$ cat src/rtl/mem_access_unit_if.sv
// Pipeline load/store handshake plus the byte-addressed data memory port.
// The slave modport is the access unit; the master side is the pipeline
// together with the memory.
interface mem_access_unit_if;
  logic        req_valid;
  logic        req_ready;
  logic        req_write;
  logic [1:0]  req_size;
  logic        req_signed;
  logic [31:0] req_addr;
  logic [31:0] req_wdata;
  logic        resp_valid;
  logic        resp_err;
  logic [31:0] resp_rdata;
  logic [31:0] mem_address;
  logic [31:0] mem_WriteData;
  logic        mem_WriteSig;
  logic        mem_ReadSig;
  logic [31:0] mem_outData;

  modport master (
    output req_valid, req_write, req_size, req_signed, req_addr, req_wdata,
    output mem_outData,
    input  req_ready, resp_valid, resp_err, resp_rdata,
    input  mem_address, mem_WriteData, mem_WriteSig, mem_ReadSig
  );

  modport slave (
    input  req_valid, req_write, req_size, req_signed, req_addr, req_wdata,
    input  mem_outData,
    output req_ready, resp_valid, resp_err, resp_rdata,
    output mem_address, mem_WriteData, mem_WriteSig, mem_ReadSig
  );
endinterface

$ cat src/rtl/mem_access_unit.sv
// MEM-stage load/store initiator. Drives a little-endian data memory that
// acts on the negedge of clk and always writes four bytes, so byte and
// halfword stores are done as read-modify-write. Misaligned, out-of-range
// and illegal-size requests are answered with an error and never reach
// the memory.
module mem_access_unit #(
  parameter int unsigned MEM_BYTES = 1024
) (
  input logic               clk,
  input logic               rst_n,
  mem_access_unit_if.slave  bus
);

  typedef enum logic [1:0] {IDLE, READ, RMW_READ, WRITE} state_t;
  typedef enum logic [1:0] {SZ_BYTE, SZ_HALF, SZ_WORD, SZ_BAD} size_t;

  state_t      state_q, state_d;
  logic [1:0]  size_q, size_d;
  logic        signed_q, signed_d;
  logic [31:0] wdata_q, wdata_d;
  logic        resp_valid_q, resp_valid_d;
  logic        resp_err_q, resp_err_d;
  logic [31:0] resp_rdata_q, resp_rdata_d;
  logic [31:0] address_q, address_d;
  logic [31:0] write_data_q, write_data_d;
  logic        write_sig_q, write_sig_d;
  logic        read_sig_q, read_sig_d;
  logic        req_err;

  // Lane 0 holds the addressed data because the read is issued at addr.
  function automatic logic [31:0] extend(input logic [1:0] sz, input logic sgn,
                                         input logic [31:0] d);
    case (sz)
      SZ_BYTE: return {{24{sgn & d[7]}}, d[7:0]};
      SZ_HALF: return {{16{sgn & d[15]}}, d[15:0]};
      default: return d;
    endcase
  endfunction

  // Error detection on the request as presented at accept.
  always_comb begin
    req_err = (bus.req_addr > 32'(MEM_BYTES - 4));
    case (bus.req_size)
      SZ_HALF: req_err = req_err | bus.req_addr[0];
      SZ_WORD: req_err = req_err | (bus.req_addr[1:0] != 2'b00);
      SZ_BAD:  req_err = 1'b1;
      default: ;
    endcase
  end

  // Next-state and next-output logic.
  always_comb begin
    // NOTE: every signal written here gets a default first, so no path can
    // leave one unassigned and infer a latch.
    state_d      = state_q;
    size_d       = size_q;
    signed_d     = signed_q;
    wdata_d      = wdata_q;
    resp_valid_d = 1'b0;
    resp_err_d   = 1'b0;
    resp_rdata_d = resp_rdata_q;
    address_d    = address_q;
    write_data_d = write_data_q;
    write_sig_d  = 1'b0;
    read_sig_d   = 1'b0;
    case (state_q)
      IDLE: begin
        if (bus.req_valid) begin
          size_d   = bus.req_size;
          signed_d = bus.req_signed;
          wdata_d  = bus.req_wdata;
          if (req_err) begin
            resp_valid_d = 1'b1;
            resp_err_d   = 1'b1;
            resp_rdata_d = '0;
          end else if (!bus.req_write) begin
            address_d  = bus.req_addr;
            read_sig_d = 1'b1;
            state_d    = READ;
          end else if (bus.req_size == SZ_WORD) begin
            address_d    = bus.req_addr;
            write_data_d = bus.req_wdata;
            write_sig_d  = 1'b1;
            state_d      = WRITE;
          end else begin
            address_d  = bus.req_addr;
            read_sig_d = 1'b1;
            state_d    = RMW_READ;
          end
        end
      end
      READ: begin
        resp_rdata_d = extend(size_q, signed_q, bus.mem_outData);
        resp_valid_d = 1'b1;
        state_d      = IDLE;
      end
      RMW_READ: begin
        write_data_d = (size_q == SZ_BYTE) ? {bus.mem_outData[31:8], wdata_q[7:0]}
                                           : {bus.mem_outData[31:16], wdata_q[15:0]};
        write_sig_d  = 1'b1;
        state_d      = WRITE;
      end
      WRITE: begin
        resp_valid_d = 1'b1;
        resp_rdata_d = '0;
        state_d      = IDLE;
      end
      default: state_d = IDLE;
    endcase
  end

  // State and registered outputs; reset drops both strobes at once.
  always_ff @(posedge clk or negedge rst_n) begin
    if (!rst_n) begin
      state_q      <= IDLE;
      size_q       <= SZ_BYTE;
      signed_q     <= 1'b0;
      wdata_q      <= '0;
      resp_valid_q <= 1'b0;
      resp_err_q   <= 1'b0;
      resp_rdata_q <= '0;
      address_q    <= '0;
      write_data_q <= '0;
      write_sig_q  <= 1'b0;
      read_sig_q   <= 1'b0;
    end else begin
      // NOTE: non-blocking assignments so every register samples the values
      // from before this edge, independent of statement order.
      state_q      <= state_d;
      size_q       <= size_d;
      signed_q     <= signed_d;
      wdata_q      <= wdata_d;
      resp_valid_q <= resp_valid_d;
      resp_err_q   <= resp_err_d;
      resp_rdata_q <= resp_rdata_d;
      address_q    <= address_d;
      write_data_q <= write_data_d;
      write_sig_q  <= write_sig_d;
      read_sig_q   <= read_sig_d;
    end
  end

  assign bus.req_ready     = (state_q == IDLE);
  assign bus.resp_valid    = resp_valid_q;
  assign bus.resp_err      = resp_err_q;
  assign bus.resp_rdata    = resp_rdata_q;
  assign bus.mem_address   = address_q;
  assign bus.mem_WriteData = write_data_q;
  assign bus.mem_WriteSig  = write_sig_q;
  assign bus.mem_ReadSig   = read_sig_q;

endmodule

$ cat src/flat_wrapper.sv
// flat-port wrapper written by rule: the top's interface ports become plain ports
module mem_access_unit_flat 
#(
  parameter int unsigned MEM_BYTES = 1024
)
  (clk, rst_n, bus_req_valid, bus_req_write, bus_req_size, bus_req_signed, bus_req_addr, bus_req_wdata, bus_mem_outData, bus_req_ready, bus_resp_valid, bus_resp_err, bus_resp_rdata, bus_mem_address, bus_mem_WriteData, bus_mem_WriteSig, bus_mem_ReadSig);
  mem_access_unit_if bus_i ();
  input logic clk;
  input logic rst_n;
  input wire logic [$bits(bus_i.req_valid)-1:0] bus_req_valid;
  input wire logic [$bits(bus_i.req_write)-1:0] bus_req_write;
  input wire logic [$bits(bus_i.req_size)-1:0] bus_req_size;
  input wire logic [$bits(bus_i.req_signed)-1:0] bus_req_signed;
  input wire logic [$bits(bus_i.req_addr)-1:0] bus_req_addr;
  input wire logic [$bits(bus_i.req_wdata)-1:0] bus_req_wdata;
  input wire logic [$bits(bus_i.mem_outData)-1:0] bus_mem_outData;
  output wire logic [$bits(bus_i.req_ready)-1:0] bus_req_ready;
  output wire logic [$bits(bus_i.resp_valid)-1:0] bus_resp_valid;
  output wire logic [$bits(bus_i.resp_err)-1:0] bus_resp_err;
  output wire logic [$bits(bus_i.resp_rdata)-1:0] bus_resp_rdata;
  output wire logic [$bits(bus_i.mem_address)-1:0] bus_mem_address;
  output wire logic [$bits(bus_i.mem_WriteData)-1:0] bus_mem_WriteData;
  output wire logic [$bits(bus_i.mem_WriteSig)-1:0] bus_mem_WriteSig;
  output wire logic [$bits(bus_i.mem_ReadSig)-1:0] bus_mem_ReadSig;
  assign bus_i.req_valid = bus_req_valid;
  assign bus_i.req_write = bus_req_write;
  assign bus_i.req_size = bus_req_size;
  assign bus_i.req_signed = bus_req_signed;
  assign bus_i.req_addr = bus_req_addr;
  assign bus_i.req_wdata = bus_req_wdata;
  assign bus_i.mem_outData = bus_mem_outData;
  assign bus_req_ready = bus_i.req_ready;
  assign bus_resp_valid = bus_i.resp_valid;
  assign bus_resp_err = bus_i.resp_err;
  assign bus_resp_rdata = bus_i.resp_rdata;
  assign bus_mem_address = bus_i.mem_address;
  assign bus_mem_WriteData = bus_i.mem_WriteData;
  assign bus_mem_WriteSig = bus_i.mem_WriteSig;
  assign bus_mem_ReadSig = bus_i.mem_ReadSig;
  mem_access_unit #(.MEM_BYTES(MEM_BYTES)) u_core (.clk(clk), .rst_n(rst_n), .bus(bus_i));
endmodule
$ cat config.mk
export PLATFORM = sky130hd
export DESIGN_NAME = mem_access_unit_flat
export DESIGN_NICKNAME = d
export VERILOG_FILES = /design/src/rtl/mem_access_unit_if.sv /design/src/rtl/mem_access_unit.sv /design/src/flat_wrapper.sv
export SDC_FILE = /design/constraint.sdc
export NUM_CORES = 1
export LEC_CHECK = 0
export ABC_AREA = 1
export CELL_PAD_IN_SITES_DETAIL_PLACEMENT = 0
export CELL_PAD_IN_SITES_GLOBAL_PLACEMENT = 1
export CORE_UTILIZATION = 40
export CTS_CLUSTER_SIZE = 25
export DETAILED_ROUTE_END_ITERATION = 10
export DONT_BUFFER_PORTS = 1
export PLACE_DENSITY_LB_ADDON = 0.08
export SETUP_SLACK_MARGIN = 0.05
export SLEW_MARGIN = 0
export SYNTH_ARGS = -nofsm -noshare
export SYNTH_HDL_FRONTEND = slang
export SYNTH_SLANG_ARGS = --single-unit
$ cat constraint.sdc
create_clock -name clk -period 3 [get_ports clk]
set_input_delay 0 -clock clk [delete_from_list [all_inputs] [get_ports clk]]
set_output_delay 0 -clock clk [all_outputs]
set_load 0.05 [all_outputs]
# Word level (Yosys, flattened, before mapping)
# Cells that the tools add are included.
[word_totals]
ff_bits = 121
latchBits = 0
mem_bits_rw = 0
rom_bits = 0
input_bits = 103
output_inout_bits = 101
word_cells = 70
memories = 0
[classes]
addsub = 0
multipliers = 0
div = 0
n_lt_le_gt_ge = 1
n_eq_ne = 12
shifts = 0
n_mux = 30
bitwise_logic = 5
reduce_logical = 11
[ops]
columns = ["operator", "n"]
rows = [
  ["$mux 32", 6],
  ["$pmux 32 s2", 2],
  ["$pmux 32 s3", 1],
  ["$gt 32x10->1 const B", 1],
  ["$mux 16", 1],
  ["$mux 1", 13],
  ["$eq 2x2->1 const B", 4],
  ["$eq 2x1->1 const B", 3],
  ["$mux 2", 3],
  ["$ne 2x2->1 const B", 3],
  ["$pmux 2 s3", 1],
  ["$reduce_and 3->1", 2],
  ["$reduce_and 5->1", 1],
  ["$logic_not 2->1", 2],
  ["$ne 2x1->1 const B", 2],
  ["$pmux 1 s2", 2],
  ["$reduce_and 2->1", 2],
  ["$reduce_bool 2->1", 2],
  ["$pmux 1 s3", 1],
  ["$reduce_bool 3->1", 1],
  ["$and 1x1->1", 2],
  ["$or 1x1->1", 2],
  ["$reduce_or 2->1", 1],
  ["$not 1->1", 1],
]

# Depth between registers and ports, before layout
[depth]
depth_word = 6
ltp_mapped = 11
depth_no_buf = 10

# Worst setup path after synthesis
# No wires, ideal clock.
[synth_path]
path_kind = "register -> register"
startpoint = "register u_core.state_q[1]"
endpoint = "register u_core.address_q[15], in the netlist u_core.bus.mem_address[15]"
setup_ns = 0.118
arrival_time_ns = 1.555
required_time_ns = 2.882
setup_slack_ns = 1.327
stages_incl_launch_ff = 8
path_buffers = 1
period_less_slack_ns = 1.673
path_cell_list = "dfrtp_1 -> nor2_4 -> inv_2 -> nor2_4 -> nand3_4 -> buf_2 -> nand2_1 -> nand2_1"
[synth_between]
elab_chain_cells = 2
[synth_rtl]
columns = ["item", "line", "text"]
rows = [
  ["start, declared", "mem_access_unit.sv:17", "state_t state_q, state_d;"],
  ["start signal, assigned", "mem_access_unit.sv:129", "state_q <= state_d;"],
  ["$logic_not 2->1", "--", ""],
  ["via bus_req_ready", "flat_wrapper.sv:17", "output wire logic [$bits(bus_i.req_ready)-1:0] bus_req_ready;"],
  ["$reduce_and 3->1 (no source line)", "--", ""],
  ["end signal, assigned", "mem_access_unit.sv:136", "address_q <= address_d;"],
  ["end, declared", "mem_access_unit.sv:24", "logic [31:0] address_q, address_d;"],
]
# The timed path passes the listed nets, and every way through them passes these cells.
# A chain may end at the register's enable or synchronous reset.

# Final worst setup path
[layout_path]
startpoint = "register u_core.state_q[1]"
endpoint = "register u_core.size_q[1]"
[layout_between]
elab_chain_cells = 2
[layout_rtl]
columns = ["item", "line", "text"]
rows = [
  ["$logic_not 2->1", "mem_access_unit.sv:66", "case (state_q)"],
  ["$reduce_and 2->1 (no source line)", "--", ""],
  ["end signal, assigned", "mem_access_unit.sv:130", "size_q <= size_d;"],
  ["end, declared", "mem_access_unit.sv:18", "logic [1:0] size_q, size_d;"],
]
# Every way passes these cells.

==> impl_metrics.env <==
export IMPL_areaGrowthSynthToFinish_pct=31.1
export IMPL_synthSimpleGateAreaFrac_pct=32.3
export IMPL_grt_overflow=0
export IMPL_required_ps=3350
export IMPL_critPathLaunchType="flop"
export IMPL_rr_worst_depth=8
export IMPL_crit_start="u_core.state_q[1]$_DFFE_PN0P_"
export IMPL_rsz0062_at_grt="false"
export IMPL_cts_buffer_depth=2
export IMPL_status="finished clean"
export IMPL_cts_max_level=4
export IMPL_hp_class="in2reg"
export IMPL_die_height_um=120
export IMPL_wl_per_cell_um=16.7
export IMPL_drt_iter0_markers=261
export IMPL_setup_viol=0
export IMPL_synth_compound_area_share_pct=6.49
export IMPL_p_per_area_nw_per_um2=1010
export IMPL_ys_seq_elements=121
export IMPL_initial_core_util_pct=41.4
export IMPL_crit_path_max_incr_delay_ps=580
export IMPL_crit_path_end_kind="flop"
export IMPL_synthMuxAreaShare_pct=0
export IMPL_numPlacedInstances=827
export IMPL_worstHoldPathCells=4
export IMPL_core_area_sq_um=13400
export IMPL_fin_crit_ps=2530
export IMPL_final_cell_mix="327 x nand2_1, 121 x dfrtp_1, 108 x dlygate4sd3_1"
export IMPL_synth_top_area_cell="dfrtp_1"
export IMPL_syn_nets=787
export IMPL_post_cts_resized=0
export IMPL_path_max_fanout=9
export IMPL_clk_latency_ps=410
export IMPL_synthTopCellsByArea="dfrtp_1 55%, nand2_1 22%, nand3_1 5.9%"
export IMPL_grt_util_all_layers_pct=23.5
export IMPL_crit_type="reg2reg"
export IMPL_seq_area_frac_synth_pct=54.5
export IMPL_crit_path_top_delay_cell="dlygate4sd3_1"
export IMPL_worstPathArrival_ps=2880
export IMPL_nets=885
export IMPL_avgSynthCellArea_sq_um=8.15
export IMPL_grt_pass1_wl_um=26100
export IMPL_ios=204
export IMPL_ir_drop_v=0.000550
export IMPL_wl_met2_um=7930
export IMPL_finish_utilization_pct=54.3
export IMPL_clockRootBuffer="clkbuf_16"
export IMPL_cts_tree="done"
export IMPL_synth_xor_area_share_pct=0
export IMPL_diodes=0
export IMPL_grt_pass1_vias=5067
export IMPL_grt_max_degree=122
export IMPL_netlist_area_leader_share_pct=54.5
export IMPL_via_per_inst=5.07
export IMPL_rows=42
export IMPL_cp_num_buf_inv=4
export IMPL_tns_ps=0
export IMPL_cts_clk_slew_worst_paths_ps=60
export IMPL_p_leak_nw=3.75
export IMPL_multiInputGateArea_sq_um=2200
export IMPL_cts_sinks=121
export IMPL_synth_top_family_by_area="simple AND/OR/NAND/NOR gates"
export IMPL_io_buffers=0
export IMPL_fin_crit_sh_pct=84.5
export IMPL_crit_cells=8
export IMPL_antenna_found_initial=0
export IMPL_hpwlAfterDp_um=10200
export IMPL_worstMarginPinSlew_ps=1100
export IMPL_postSynthCellCount=681
export IMPL_numCtsBuffers=17
export IMPL_max_clock_freq_mhz=395
export IMPL_vias=4903
export IMPL_ys_types=26
export IMPL_topRoutingLayerUsed="met4"
export IMPL_die_width_um=120
export IMPL_finalClockSkew_ps=5.59
export IMPL_ys_warn_count=0
export IMPL_fin_hold_ws_ps=102
export IMPL_synthAdderAreaFrac_pct=0.676
export IMPL_dieArea_sq_um=14400
export IMPL_gp_congestion=0.815
export IMPL_r2r_start="u_core.state_q[1]$_DFFE_PN0P_"
export IMPL_antenna_left=0
export IMPL_min_delay_start="bus_req_valid"
export IMPL_layoutNonFillerInstCount=968
export IMPL_crit_chain="nor2_4 > buf_4 > inv_2 > nor2_4 > nand2_1 > dlygate4sd3_1 > o21ai_0 > dlygate4sd3_1"
export IMPL_synth_area_sq_um=5550
export IMPL_worst_slack_ps=466
export IMPL_seq_area_sq_um=3030
export IMPL_routed_wl_um=16200
export IMPL_max_cap_viol_count=0
export IMPL_mostFrequentLayoutCell="nand2_1"
export IMPL_final_max_slew_violation_count=0
export IMPL_place_ws_ps=696
export IMPL_crit_family="buffers and inverters"
export IMPL_fillers=1257
export IMPL_drive_gt1_share_pct=6.82
export IMPL_relSlewSlack_pct=26.5
export IMPL_hold_viol=0
export IMPL_wl_met1_um=6550
export IMPL_wl_met3_um=1330
export IMPL_first_pass_iters=4
export IMPL_drcViolationCount=0
## layout make-up
| type | count | area share (%) |
|---|---|---|
| clock inverter | 6 | 0.825 |
| multi-input combinational | 499 | 30.2 |
| clock buffer | 26 | 7.27 |
| sequential | 121 | 41.6 |
| tap | 176 | 3.03 |
| timing repair buffer | 113 | 15.6 |
| inverter | 27 | 1.41 |
## synthesized netlist by cell type
cell	instances
a21oi_1	2
a21oi_2	1
a311oi_4	1
buf_2	17
buf_4	3
buf_6	9
clkbuf_1	5
clkinv_2	1
dfrtp_1	121
ha_1	3
inv_1	22
inv_2	4
nand2_1	327
nand2_2	1
nand2_4	2
nand3_1	66
nand3_2	1
nand3_4	2
nor2_1	30
nor2_4	4
o21ai_0	41
o21ai_1	11
o21bai_2	1
o21bai_4	1
o22ai_1	4
or2_1	1
## cells by family after synthesis
group / Yosys count
AO/OA/AOI/OAI: 62
adder cells (fa/ha/maj): 3
buffers and inverters: 61
flip-flops: 121
AND/OR/NAND/NOR: 434
## metrics by stage
stage	area [sq um]	total power, mW
2_1_floorplan	5550	4.94
3_5_place_dp	5580	5.22
4_1_cts	7280	7.42
6_report	7280	7.36
5_1_grt	7280	7.72
3_3_place_gp	5580	5.19
## layer usage
metal | up-vias | global-route usage, %
met5 | - | 0
met4 | 0 | 10.1
met3 | 27 | 7.70
met2 | 174 | 38.4
met1 | 2356 | 28.5
li1 | 2346 | -
## where the power goes
group | leakage [nW] | switching [mW] | internal, mW
registers | 1.55 | 2.13 | 2.14
clock network | 0.288 | 0.705 | 1.29
logic | 1.92 | 0.676 | 0.416
total | 3.75 | 3.51 | 3.84
## tightest hold or removal path, cell delays in order
cell and delay (ps):
inv_1 140, a21oi_4 180, nand3_1 100, nand2_1 50
## repair_timing
item / 4_1_cts / 5_1_grt
endpoints found under the hold margin: 239 / 0
buffers inserted: 0 / 0
hold buffers: 109 / 0
## state kept, by name, summed over array words and instances (netlist names)
signal,count
u_core.bus.mem_WriteData,32
u_core.bus.mem_address,32
u_core.bus.resp_rdata,32
u_core.wdata_q,16
u_core.size_q,2
u_core.state_q,2
u_core.bus.mem_ReadSig,1
u_core.bus.mem_WriteSig,1
u_core.bus.resp_err,1
u_core.bus.resp_valid,1
u_core.signed_q,1
## worst paths after layout
check	end	slack, ps
min in group asynchronous	u_core.bus.resp_rdata[22]$_DFFE_PN0P_	200
worst min-delay path	u_core.bus.mem_WriteData[27]$_DFFE_PN0P_	100
max in group asynchronous	u_core.bus.mem_WriteData[0]$_DFFE_PN0P_	2320
worst max register to register	u_core.size_q[1]$_DFFE_PN0P_	470
worst min register to register	u_core.wdata_q[13]$_DFFE_PN0P_	470
worst max-delay path	u_core.size_q[1]$_DFFE_PN0P_	470
Note: power is estimated with default switching activity, not from simulation.
